File: src/rtl/tracker_pkg.sv
// Shared definitions for the two-axis tracker scheduler:
// motor drive codes, axis ids and FSM state encoding.
package tracker_pkg;

   localparam logic [1:0] MOT_STOP = 2'b00;
   localparam logic [1:0] MOT_CW   = 2'b01;
   localparam logic [1:0] MOT_CCW  = 2'b11;

   localparam logic AXIS_TETA = 1'b0;
   localparam logic AXIS_FI   = 1'b1;

   typedef enum logic [2:0] {
      ST_IDLE,
      ST_EVAL,
      ST_MOVE,
      ST_SETTLE,
      ST_FAULT
   } state_t;

endpackage

File: src/rtl/tracker_axis_scheduler_if.sv
// Sensor/position inputs, mode select and motor/status outputs
// of the tracker scheduler, bundled as one interface.
interface tracker_axis_scheduler_if #(
   parameter int W = 16
);
   logic         s;
   logic [W-1:0] R_vertical_1;
   logic [W-1:0] R_vertical_2;
   logic [W-1:0] R_horizontal_1;
   logic [W-1:0] R_horizontal_2;
   logic [W-1:0] teta_manual;
   logic [W-1:0] teta_actual;
   logic [W-1:0] fi_manual;
   logic [W-1:0] fi_actual;
   logic [1:0]   s_out_teta;
   logic [1:0]   s_out_fi;
   logic         busy;
   logic         fault;

   modport master (
      output s, R_vertical_1, R_vertical_2,
      output R_horizontal_1, R_horizontal_2,
      output teta_manual, teta_actual,
      output fi_manual, fi_actual,
      input  s_out_teta, s_out_fi, busy, fault
   );

   modport slave (
      input  s, R_vertical_1, R_vertical_2,
      input  R_horizontal_1, R_horizontal_2,
      input  teta_manual, teta_actual,
      input  fi_manual, fi_actual,
      output s_out_teta, s_out_fi, busy, fault
   );
endinterface

File: src/rtl/axis_comparator.sv
// Compares one (a,b) pair without wrap and reports whether it is
// within the deadband and, if not, which way the motor must turn.
module axis_comparator
   import tracker_pkg::*;
#(
   parameter int W        = 16,
   parameter int DEADBAND = 1
) (
   input  logic [W-1:0] a,
   input  logic [W-1:0] b,
   output logic         balanced,
   output logic [1:0]   dir
);

   logic [W:0] diff;

   // absolute difference at W+1 bits, then deadband and direction
   always_comb begin
      diff = (a >= b) ? ({1'b0, a} - {1'b0, b})
                      : ({1'b0, b} - {1'b0, a});
      balanced = (diff <= (W+1)'(DEADBAND));
      dir = MOT_STOP;
      if (!balanced) dir = (a > b) ? MOT_CW : MOT_CCW;
   end

endmodule

File: src/rtl/tracker_axis_scheduler.sv
// Time-multiplexes one motor driver between the teta and fi axes:
// evaluate, pulse, settle, repeat; idle once both axes balance.
module tracker_axis_scheduler
   import tracker_pkg::*;
#(
   parameter int W             = 16,
   parameter int DEADBAND      = 1,
   parameter int STEP_CYCLES   = 50000,
   parameter int SETTLE_CYCLES = 20000,
   parameter int IDLE_CYCLES   = 100000,
   parameter int MAX_STEPS     = 255
) (
   input logic                     clk,
   input logic                     rst,
   tracker_axis_scheduler_if.slave bus
);

   localparam logic [31:0] STEP_LAST   = 32'(STEP_CYCLES - 1);
   localparam logic [31:0] SETTLE_LAST = 32'(SETTLE_CYCLES - 1);
   localparam logic [31:0] IDLE_LAST   = 32'(IDLE_CYCLES - 1);
   localparam logic [31:0] STEP_MAX    = 32'(MAX_STEPS);

   state_t      state, state_d;
   logic        axis, axis_d;
   logic        bal_t, bal_t_d;
   logic        bal_f, bal_f_d;
   logic [31:0] timer, timer_d;
   logic [31:0] step_cnt, step_d;
   logic [1:0]  dir_q, dir_d;
   logic        s_q, s_vld, chg;
   logic [W-1:0] cmp_a, cmp_b;
   logic        cmp_bal;
   logic [1:0]  cmp_dir;
   logic        other_bal;
   logic [1:0]  teta_d, fi_d;
   logic        busy_d, fault_d;

   // pick the compare pair for the current axis and mode
   always_comb begin
      cmp_a = bus.teta_manual;
      cmp_b = bus.teta_actual;
      unique case ({bus.s, axis})
         {1'b1, AXIS_TETA}: begin
            cmp_a = bus.R_vertical_1;
            cmp_b = bus.R_vertical_2;
         end
         {1'b1, AXIS_FI}: begin
            cmp_a = bus.R_horizontal_1;
            cmp_b = bus.R_horizontal_2;
         end
         {1'b0, AXIS_FI}: begin
            cmp_a = bus.fi_manual;
            cmp_b = bus.fi_actual;
         end
         default: ;
      endcase
   end

   axis_comparator #(.W(W), .DEADBAND(DEADBAND)) u_cmp (
      .a        (cmp_a),
      .b        (cmp_b),
      .balanced (cmp_bal),
      .dir      (cmp_dir)
   );

   // s_vld masks the first cycle so reset never looks like a mode edge
   assign chg       = s_vld && (bus.s != s_q);
   assign other_bal = (axis == AXIS_TETA) ? bal_f : bal_t;

   // next-state, counters and registered-output targets
   always_comb begin
      state_d = state;
      axis_d  = axis;
      bal_t_d = bal_t;
      bal_f_d = bal_f;
      step_d  = step_cnt;
      dir_d   = dir_q;
      timer_d = (timer == '1) ? timer : timer + 32'd1;
      unique case (state)
         ST_EVAL: begin
            timer_d = '0;
            if (!cmp_bal) begin
               if (step_cnt == STEP_MAX) begin
                  state_d = ST_FAULT;
               end else begin
                  state_d = ST_MOVE;
                  dir_d   = cmp_dir;
                  step_d  = step_cnt + 32'd1;
               end
            end else if (other_bal) begin
               state_d = ST_IDLE;
            end else begin
               if (axis == AXIS_TETA) bal_t_d = 1'b1;
               else                   bal_f_d = 1'b1;
               axis_d = ~axis;
               step_d = '0;
            end
         end
         ST_MOVE: begin
            if (timer >= STEP_LAST) begin
               state_d = ST_SETTLE;
               timer_d = '0;
            end
         end
         ST_SETTLE: begin
            if (timer >= SETTLE_LAST) begin
               state_d = ST_EVAL;
               timer_d = '0;
            end
         end
         ST_IDLE: begin
            if (timer >= IDLE_LAST) begin
               state_d = ST_EVAL;
               timer_d = '0;
               axis_d  = AXIS_TETA;
               bal_t_d = 1'b0;
               bal_f_d = 1'b0;
            end
         end
         ST_FAULT: ;
         default: state_d = ST_EVAL;
      endcase
      if (chg) begin
         state_d = ST_SETTLE;
         timer_d = '0;
         step_d  = '0;
         bal_t_d = 1'b0;
         bal_f_d = 1'b0;
         axis_d  = AXIS_TETA;
      end
      teta_d  = (state_d == ST_MOVE && axis_d == AXIS_TETA) ? dir_d : MOT_STOP;
      fi_d    = (state_d == ST_MOVE && axis_d == AXIS_FI)   ? dir_d : MOT_STOP;
      busy_d  = (state_d == ST_EVAL) || (state_d == ST_MOVE) ||
                (state_d == ST_SETTLE);
      fault_d = (state_d == ST_FAULT);
   end

   // state, counters and outputs, all cleared by async reset
   always_ff @(posedge clk or posedge rst) begin
      if (rst) begin
         state          <= ST_EVAL;
         axis           <= AXIS_TETA;
         bal_t          <= 1'b0;
         bal_f          <= 1'b0;
         timer          <= '0;
         step_cnt       <= '0;
         dir_q          <= MOT_STOP;
         s_q            <= 1'b0;
         s_vld          <= 1'b0;
         bus.s_out_teta <= MOT_STOP;
         bus.s_out_fi   <= MOT_STOP;
         bus.busy       <= 1'b0;
         bus.fault      <= 1'b0;
      end else begin
         state          <= state_d;
         axis           <= axis_d;
         bal_t          <= bal_t_d;
         bal_f          <= bal_f_d;
         timer          <= timer_d;
         step_cnt       <= step_d;
         dir_q          <= dir_d;
         s_q            <= bus.s;
         s_vld          <= 1'b1;
         bus.s_out_teta <= teta_d;
         bus.s_out_fi   <= fi_d;
         bus.busy       <= busy_d;
         bus.fault      <= fault_d;
      end
   end

endmodule

File: src/flat_wrapper.sv
// flat-port wrapper written by rule: the top's interface ports become plain ports
module tracker_axis_scheduler_flat import tracker_pkg::*;
#(
   parameter int W             = 16,
   parameter int DEADBAND      = 1,
   parameter int STEP_CYCLES   = 50000,
   parameter int SETTLE_CYCLES = 20000,
   parameter int IDLE_CYCLES   = 100000,
   parameter int MAX_STEPS     = 255
)
  (clk, rst, bus_s, bus_R_vertical_1, bus_R_vertical_2, bus_R_horizontal_1, bus_R_horizontal_2, bus_teta_manual, bus_teta_actual, bus_fi_manual, bus_fi_actual, bus_s_out_teta, bus_s_out_fi, bus_busy, bus_fault);
  tracker_axis_scheduler_if #(.W(W)) bus_i ();
  input logic clk;
  input logic rst;
  input wire logic [$bits(bus_i.s)-1:0] bus_s;
  input wire logic [$bits(bus_i.R_vertical_1)-1:0] bus_R_vertical_1;
  input wire logic [$bits(bus_i.R_vertical_2)-1:0] bus_R_vertical_2;
  input wire logic [$bits(bus_i.R_horizontal_1)-1:0] bus_R_horizontal_1;
  input wire logic [$bits(bus_i.R_horizontal_2)-1:0] bus_R_horizontal_2;
  input wire logic [$bits(bus_i.teta_manual)-1:0] bus_teta_manual;
  input wire logic [$bits(bus_i.teta_actual)-1:0] bus_teta_actual;
  input wire logic [$bits(bus_i.fi_manual)-1:0] bus_fi_manual;
  input wire logic [$bits(bus_i.fi_actual)-1:0] bus_fi_actual;
  output wire logic [$bits(bus_i.s_out_teta)-1:0] bus_s_out_teta;
  output wire logic [$bits(bus_i.s_out_fi)-1:0] bus_s_out_fi;
  output wire logic [$bits(bus_i.busy)-1:0] bus_busy;
  output wire logic [$bits(bus_i.fault)-1:0] bus_fault;
  assign bus_i.s = bus_s;
  assign bus_i.R_vertical_1 = bus_R_vertical_1;
  assign bus_i.R_vertical_2 = bus_R_vertical_2;
  assign bus_i.R_horizontal_1 = bus_R_horizontal_1;
  assign bus_i.R_horizontal_2 = bus_R_horizontal_2;
  assign bus_i.teta_manual = bus_teta_manual;
  assign bus_i.teta_actual = bus_teta_actual;
  assign bus_i.fi_manual = bus_fi_manual;
  assign bus_i.fi_actual = bus_fi_actual;
  assign bus_s_out_teta = bus_i.s_out_teta;
  assign bus_s_out_fi = bus_i.s_out_fi;
  assign bus_busy = bus_i.busy;
  assign bus_fault = bus_i.fault;
  tracker_axis_scheduler #(.W(W), .DEADBAND(DEADBAND), .STEP_CYCLES(STEP_CYCLES), .SETTLE_CYCLES(SETTLE_CYCLES), .IDLE_CYCLES(IDLE_CYCLES), .MAX_STEPS(MAX_STEPS)) u_core (.clk(clk), .rst(rst), .bus(bus_i));
endmodule
File: config.mk
export PLATFORM = sky130hd
export DESIGN_NAME = tracker_axis_scheduler_flat
export DESIGN_NICKNAME = d
export VERILOG_FILES = /design/src/rtl/tracker_pkg.sv /design/src/rtl/tracker_axis_scheduler_if.sv /design/src/rtl/axis_comparator.sv /design/src/rtl/tracker_axis_scheduler.sv /design/src/flat_wrapper.sv
export SDC_FILE = /design/constraint.sdc
export NUM_CORES = 1
export LEC_CHECK = 0
export ABC_AREA = 1
export BUFFER_PORTS_ARGS = -buffer_cell sky130_fd_sc_hd__buf_2
export CAP_MARGIN = 15
export CORE_MARGIN = 2
export CORE_UTILIZATION = 50
export CTS_BUF_LIST = sky130_fd_sc_hd__clkbuf_4 sky130_fd_sc_hd__clkbuf_8
export DETAILED_ROUTE_END_ITERATION = 10
export PLACE_DENSITY = 0.75
export SETUP_SLACK_MARGIN = 0.3
export SLEW_MARGIN = 20
export SYNTH_ARGS = -nofsm -noshare
export SYNTH_HDL_FRONTEND = slang
export SYNTH_SLANG_ARGS = --single-unit
export TNS_END_PERCENT = 10
File: constraint.sdc
create_clock -name clk -period 4.8 [get_ports clk]
set_input_delay 0.72 -clock clk [delete_from_list [all_inputs] [get_ports clk]]
set_output_delay 0.72 -clock clk [all_outputs]
set_load 0.005 [all_outputs]
-- After elaboration in Yosys (flattened, before gate mapping)
Cells that the tools add are included.
- register bits: 80
- input port bits: 131
- output and inout port bits: 6
- logic and storage cells: 102
- add/subtract/negate cells: 4
- order comparisons: 6
- equality and inequality tests: 21
- mux-type cells: 45
- bitwise gates (word level): 2
- reduce and logical (&&, ||, !) cells: 11
- operators with widths (kind ; number):
    $mux W32 ; 10
    $pmux W32 S4 ; 1
    $pmux W16 S3 ; 2
    $add A32 B1 Y32 const B ; 2
    $sub A16 B16 Y17 ; 2
    $eq A32 B32 Y1 const B ; 1
    $eq A32 B8 Y1 const B ; 1
    $ge A32 B15 Y1 const B ; 1
    $ge A32 B16 Y1 const B ; 1
    $ge A32 B17 Y1 const B ; 1
    $mux W3 ; 7
    $le A17 B1 Y1 const B ; 1
    $mux W17 ; 1
    $ge A16 B16 Y1 ; 1
    $gt A16 B16 Y1 ; 1
    $pmux W3 S5 ; 1
    $mux W1 ; 14
    $eq A3 B2 Y1 const B ; 4
    $mux W2 ; 6
    $ne A3 B1 Y1 const B ; 4
    $reduce_and A5 Y1 ; 2
    $eq A3 B1 Y1 const B ; 2
    $eq A3 B3 Y1 const B ; 2
    $ne A3 B2 Y1 const B ; 2
    other kinds (12) ; 19

-- Logic depth before layout (Yosys ltp)
- word-level depth: 11
- gate-level depth with buffers: 31

-- Cells and area by module
A second synthesis with hierarchy kept.
- cells, all modules: 1441
- area total of the unflattened synthesis: 8704.6 µm²
- by module, submodules not included (module ; times used ; cells an instance ; area an instance (µm²) ; seq. area each (µm²)):
    tracker_axis_scheduler ; 1 ; 946 ; 6180.9 ; 2003.2
    axis_comparator ; 1 ; 495 ; 2523.7 ; 0.0

-- Least setup slack after synthesis
Ideal clock, no wire load.
- path type: in2reg
- from: input port bus_s
- to: register u_core.step_cnt[27]
- setup time: 0.121 ns
- arrival: 3.672 ns
- slack: 1.006 ns
- stages on the path: 27
- buffers on the path: 4
- cells stage by stage: inv_1 -> nor2_1 -> clkbuf_1 -> nand2_1 -> nand3_1 -> o21a_1 -> inv_1 -> ha_1 -> buf_2 -> nand2_2 -> inv_1 -> nand2_1 -> nand2_1 -> a21oi_4 -> nand3_4 -> buf_6 -> o21ai_2 -> nand3_2 -> nor2_4 -> nand3_2 -> inv_2 -> nor2_1 -> nand2_2 -> nand3_4 -> buf_6 -> nand2_2 -> o21ai_2
- word-level cells in the longest chain between the ends: 8
- elaborated cells between the ends (all ways): 19
- RTL lines (item ; line ; text):
    start: declaration ; flat_wrapper.sv:15 ; input wire logic [$bits(bus_i.s)-1:0] bus_s;
    $eq A2 B1 Y1 or $eq A2 B2 Y1 (tied branches) ; tracker_axis_scheduler.sv:42 ; unique case ({bus.s, axis})
    $pmux W16 S3 ; tracker_axis_scheduler.sv:42 ;
    $sub A16 B16 Y17 (tied with other cells) ; axis_comparator.sv:20 ; : ({1'b0, b} - {1'b0, a});
    $mux W17 ; axis_comparator.sv:19 ; diff = (a >= b) ? ({1'b0, a} - {1'b0, b})
    $le A17 B1 Y1 ; axis_comparator.sv:21 ; balanced = (diff <= (W+1)'(DEADBAND));
    $mux W32 ; tracker_axis_scheduler.sv:82 ; if (!cmp_bal) begin
    $mux W32 ; tracker_axis_scheduler.sv:79 ; unique case (state)
    $mux W32 ; tracker_axis_scheduler.sv:123 ; if (chg) begin
    end signal: assignment ; tracker_axis_scheduler.sv:160 ; step_cnt <= step_d;
    end: declaration ; tracker_axis_scheduler.sv:28 ; logic [31:0] step_cnt, step_d;
Several ways; a longest one is shown, not always the timed one. The select of a mux whose other input is x is not followed.
A chain may end at the register's enable or synchronous reset.

-- Worst setup path after layout
- from: register u_core.axis
- to: register u_core.step_cnt[3]
- word-level cells in the longest chain between the ends: 8
- elaborated cells between the ends (all ways): 17
- RTL lines (item ; line ; text):
    start: declaration ; tracker_axis_scheduler.sv:24 ; logic axis, axis_d;
    start signal: assignment ; tracker_axis_scheduler.sv:156 ; axis <= axis_d;
    $eq A2 B1 Y1 or $eq A2 B2 Y1 (tied branches) ; tracker_axis_scheduler.sv:42 ;
    $pmux W16 S3 ; tracker_axis_scheduler.sv:42 ;
    $sub A16 B16 Y17 (tied with other cells) ; axis_comparator.sv:20 ;
    $mux W17 ; axis_comparator.sv:19 ;
    $le A17 B1 Y1 ; axis_comparator.sv:21 ;
    $mux W32 ; tracker_axis_scheduler.sv:82 ;
    $mux W32 ; tracker_axis_scheduler.sv:79 ;
    $mux W32 ; tracker_axis_scheduler.sv:123 ;
Several ways; a longest one is shown, not always the timed one. The select of a mux whose other input is x is not followed.

==> metrics <==
clock tree buffer depth=2; most common cell after layout, fill and taps aside=nand2_1; number of placement rows=47; path category of the worst min-delay check=in2async; total iterations of the first detailed-routing run=5; Max Fanout on Critical Path=30; final count of pins violating max slew=0; maximum clock skew at final layout=0.0147 ns; vertical die dimension=between 100 and 150 µm; combined area of all synthesized cells=between 8000 and 9000 µm²; initial standard-cell utilization of the core=0.504; number of nets in the layout=1,622; clk_lat worst skew=0.37 ns; final antenna-violating net count=0; global-route wire length before repair=37,800 µm; number of I/O port buffers=136; Crit. End Element=register; number of remaining DRC errors=0; Layout area overhead=14.4%; Top-Level Pins=137; count of H-tree levels built during CTS=3; placeable core area=roughly 16,000 µm²; area of placed instances=between 9000 and 10,000 µm²; actual transition at the worst max-transition pin=0.781 ns; total grt overflow=0; fraction of final layout cells with drive strength greater than 1=0.191; share of synthesized area occupied by flip-flops and latches=0.242; count of synthesis-stage warnings from yosys=0; number of antenna violations at the first check in global routing=0; number of synthesized register bits=80; Min Clock Period, post-route=~4.2 ns; Final GP Congestion=0.961; Logic pwr share=0.360; Synth Net Count=1,490; number of global-route vias before repair=roughly 8,000; hold_buf cts=0; top cell family by delay on the critical path=simple AND/OR/NAND/NOR gates; vias after detailed routing=8,865; Main synth FF type=dfrtp_1; placed instance count=1,660; Chip Width=~130 µm; outcome=finished, final reports clean; slowest cell delay on critical path=roughly 0.48 ns; number of enable flip-flop cells after synthesis=0; total negative slack=0 ns; internal power of the cells=approximately 1.3 mW; Setup violations, final=0; maximum vdd ir drop=between 0.1 and 0.15 mV; power density relative to cell area=216 nW/µm²; CTS tree=done; clock-pin slew on the worst setup and hold paths=roughly 0.090 ns; share of synthesized flip-flops with an asynchronous set or reset=1.00; all-layer global routing usage=0.259; worst path buffer plus inverter count=5; launching element type of the critical path=register; WP data required=~5.1 ns; data arrival time at the worst-slack endpoint=roughly 4.4 ns; Switching Fraction=0.371; DPL Wire Length=18,200 µm; max capacitance violation total=0; fraction of power consumed by the clock network=0.300; drt first-iter violations=slightly above 700; unique cell type count in the Yosys netlist=47; Diodes inserted=0; highest-count cells in the layout ignoring fill and taps=nand2_1 (405), inv_1 (185), buf_2 (136); maximum number of pins on one net before global-route repair=59; routed wirelength normalized by instance count=around 13 µm; Critical-path top delay cell=dfrtp_2; Hold Vio Cnt, Final=0; maximum clock frequency=240 MHz; synthesized instance count=between 1,000 and 1,500; most frequent CP cell=nand2_1; Sequential Power Share=0.341; design area=9460 µm²; die area=17,600 µm²; Cell Count, Final, Fillers Out=1,680; number of CTS-inserted buffers=9; Final Power=2.04 mW; # clock sinks=80; average size of a mapped cell=6.25 µm²; setup repair after global routing missed its margin=false; leakage power=4.84 nW; CTS root buf=clkbuf_8; number of vias per cell after detailed routing=5.28; detailed-route wire length=around 22,000 µm; final clock period utilization by the worst path=0.869; critical path start-end classification=reg2reg; Max transition margin=0.475; NetSw=0.757 mW
==> cells by family (layout without fill, tap and decap cells) <==
family / count (synthesis) / count (layout) / synth area share
other cells: 1 / 1 / 0.000453
buf+inv: 229 / 365 / 0.112
xor+xnor: 43 / 43 / 0.0455
compound gates: 158 / 158 / 0.124
simple gates: 776 / 777 / 0.420
fa+ha+maj: 36 / 36 / 0.0563
flops: 80 / 80 / 0.242
==> metal layers <==
layer  up-vias  track usage  wire length, µm
met4         0       0.0800              548
met3        50       0.0410             1260
met5         -            0                0
li1       4510            -                -
met2       287        0.435            10500
met1      4018        0.343            10000
==> worst paths after layout <==
| path | cells after the start | endpoint | slack (ns) | from |
|---|---|---|---|---|
| max | 26 | u_core.step_cnt[3] | 0.63 | u_core.axis |
| min | 2 | u_core.timer[24] | 0.47 | rst |
| max reg2reg | 26 | u_core.step_cnt[3] | 0.63 | u_core.axis |
| min reg2reg | 2 | u_core.bal_t | 0.49 | u_core.bal_t |
| max in group asynchronous | 3 | u_core.axis | 3.52 | rst |
| min in group clk | 2 | u_core.bal_t | 0.49 | u_core.bal_t |
==> power by group through the flow <==
| stage | Combinational [mW] | Sequential [mW] | Clock [mW] |
|---|---|---|---|
| floorplan | 0.530 | 0.707 | 0 |
| global placement | 0.714 | 0.709 | 0 |
| detailed placement | 0.721 | 0.709 | 0 |
| CTS | 0.724 | 0.696 | 0.626 |
| global route | 0.831 | 0.699 | 0.651 |
| finish | 0.734 | 0.696 | 0.612 |
==> per-stage QoR <==
| stage | worst slack (ns) | utilization | hold WS, ns |
|---|---|---|---|
| floorplan | 1.01 | - | 0.426 |
| global placement | 0.247 | 0.560 | 0.457 |
| detailed placement | 0.205 | 0.560 | 0.466 |
| CTS | 0.512 | 0.574 | 0.487 |
| global route | 0.294 | 0.577 | 0.511 |
| finish | 0.627 | 0.577 | 0.466 |
==> registers in the layout, summed over array words and instances, names as in the netlist <==
name / flops
u_core.bal_t: 1
u_core.bal_f: 1
u_core.bus.busy: 1
u_core.dir_q: 2
u_core.timer: 32
u_core.step_cnt: 32
u_core.bus.fault: 1
u_core.bus.s_out_teta: 2
u_core.axis: 1
u_core.bus.s_out_fi: 2
u_core.s_q: 1
u_core.s_vld: 1
u_core.state: 3
==> layout make-up <==
cell class	count	area (µm²)
Clock buffer	9	124
Sequential cell	80	2000
Multi-Input combinational cell	1015	5360
Clock inverter	7	118
Timing Repair Buffer	152	838
Inverter	197	746
Fill cell	1619	6940
Tap cell	220	275
==> cell usage after synthesis, types with 10 or more instances <==
cell type,n,area (µm²)
a21o_1,10,75.1
clkbuf_1,15,56.3
nand4_1,36,225
nor3_1,37,185
o21a_1,14,105
o21ai_2,32,280
o21ai_0,46,230
inv_1,188,706
nand2_1,405,1520
nor4_1,17,106
nor2_1,117,439
ha_1,34,425
nand3_1,97,485
dfrtp_1,79,1980
xor2_1,34,298
a21oi_1,34,170
nand2_2,37,231
==> repair_timing <==
item                       4_1_cts  5_1_grt
resized for setup                0        4
setup endpoints to repair        0       41
hold endpoints to repair         0        0
setup buffers                    0        3
(Power assumes the default switching activity.)
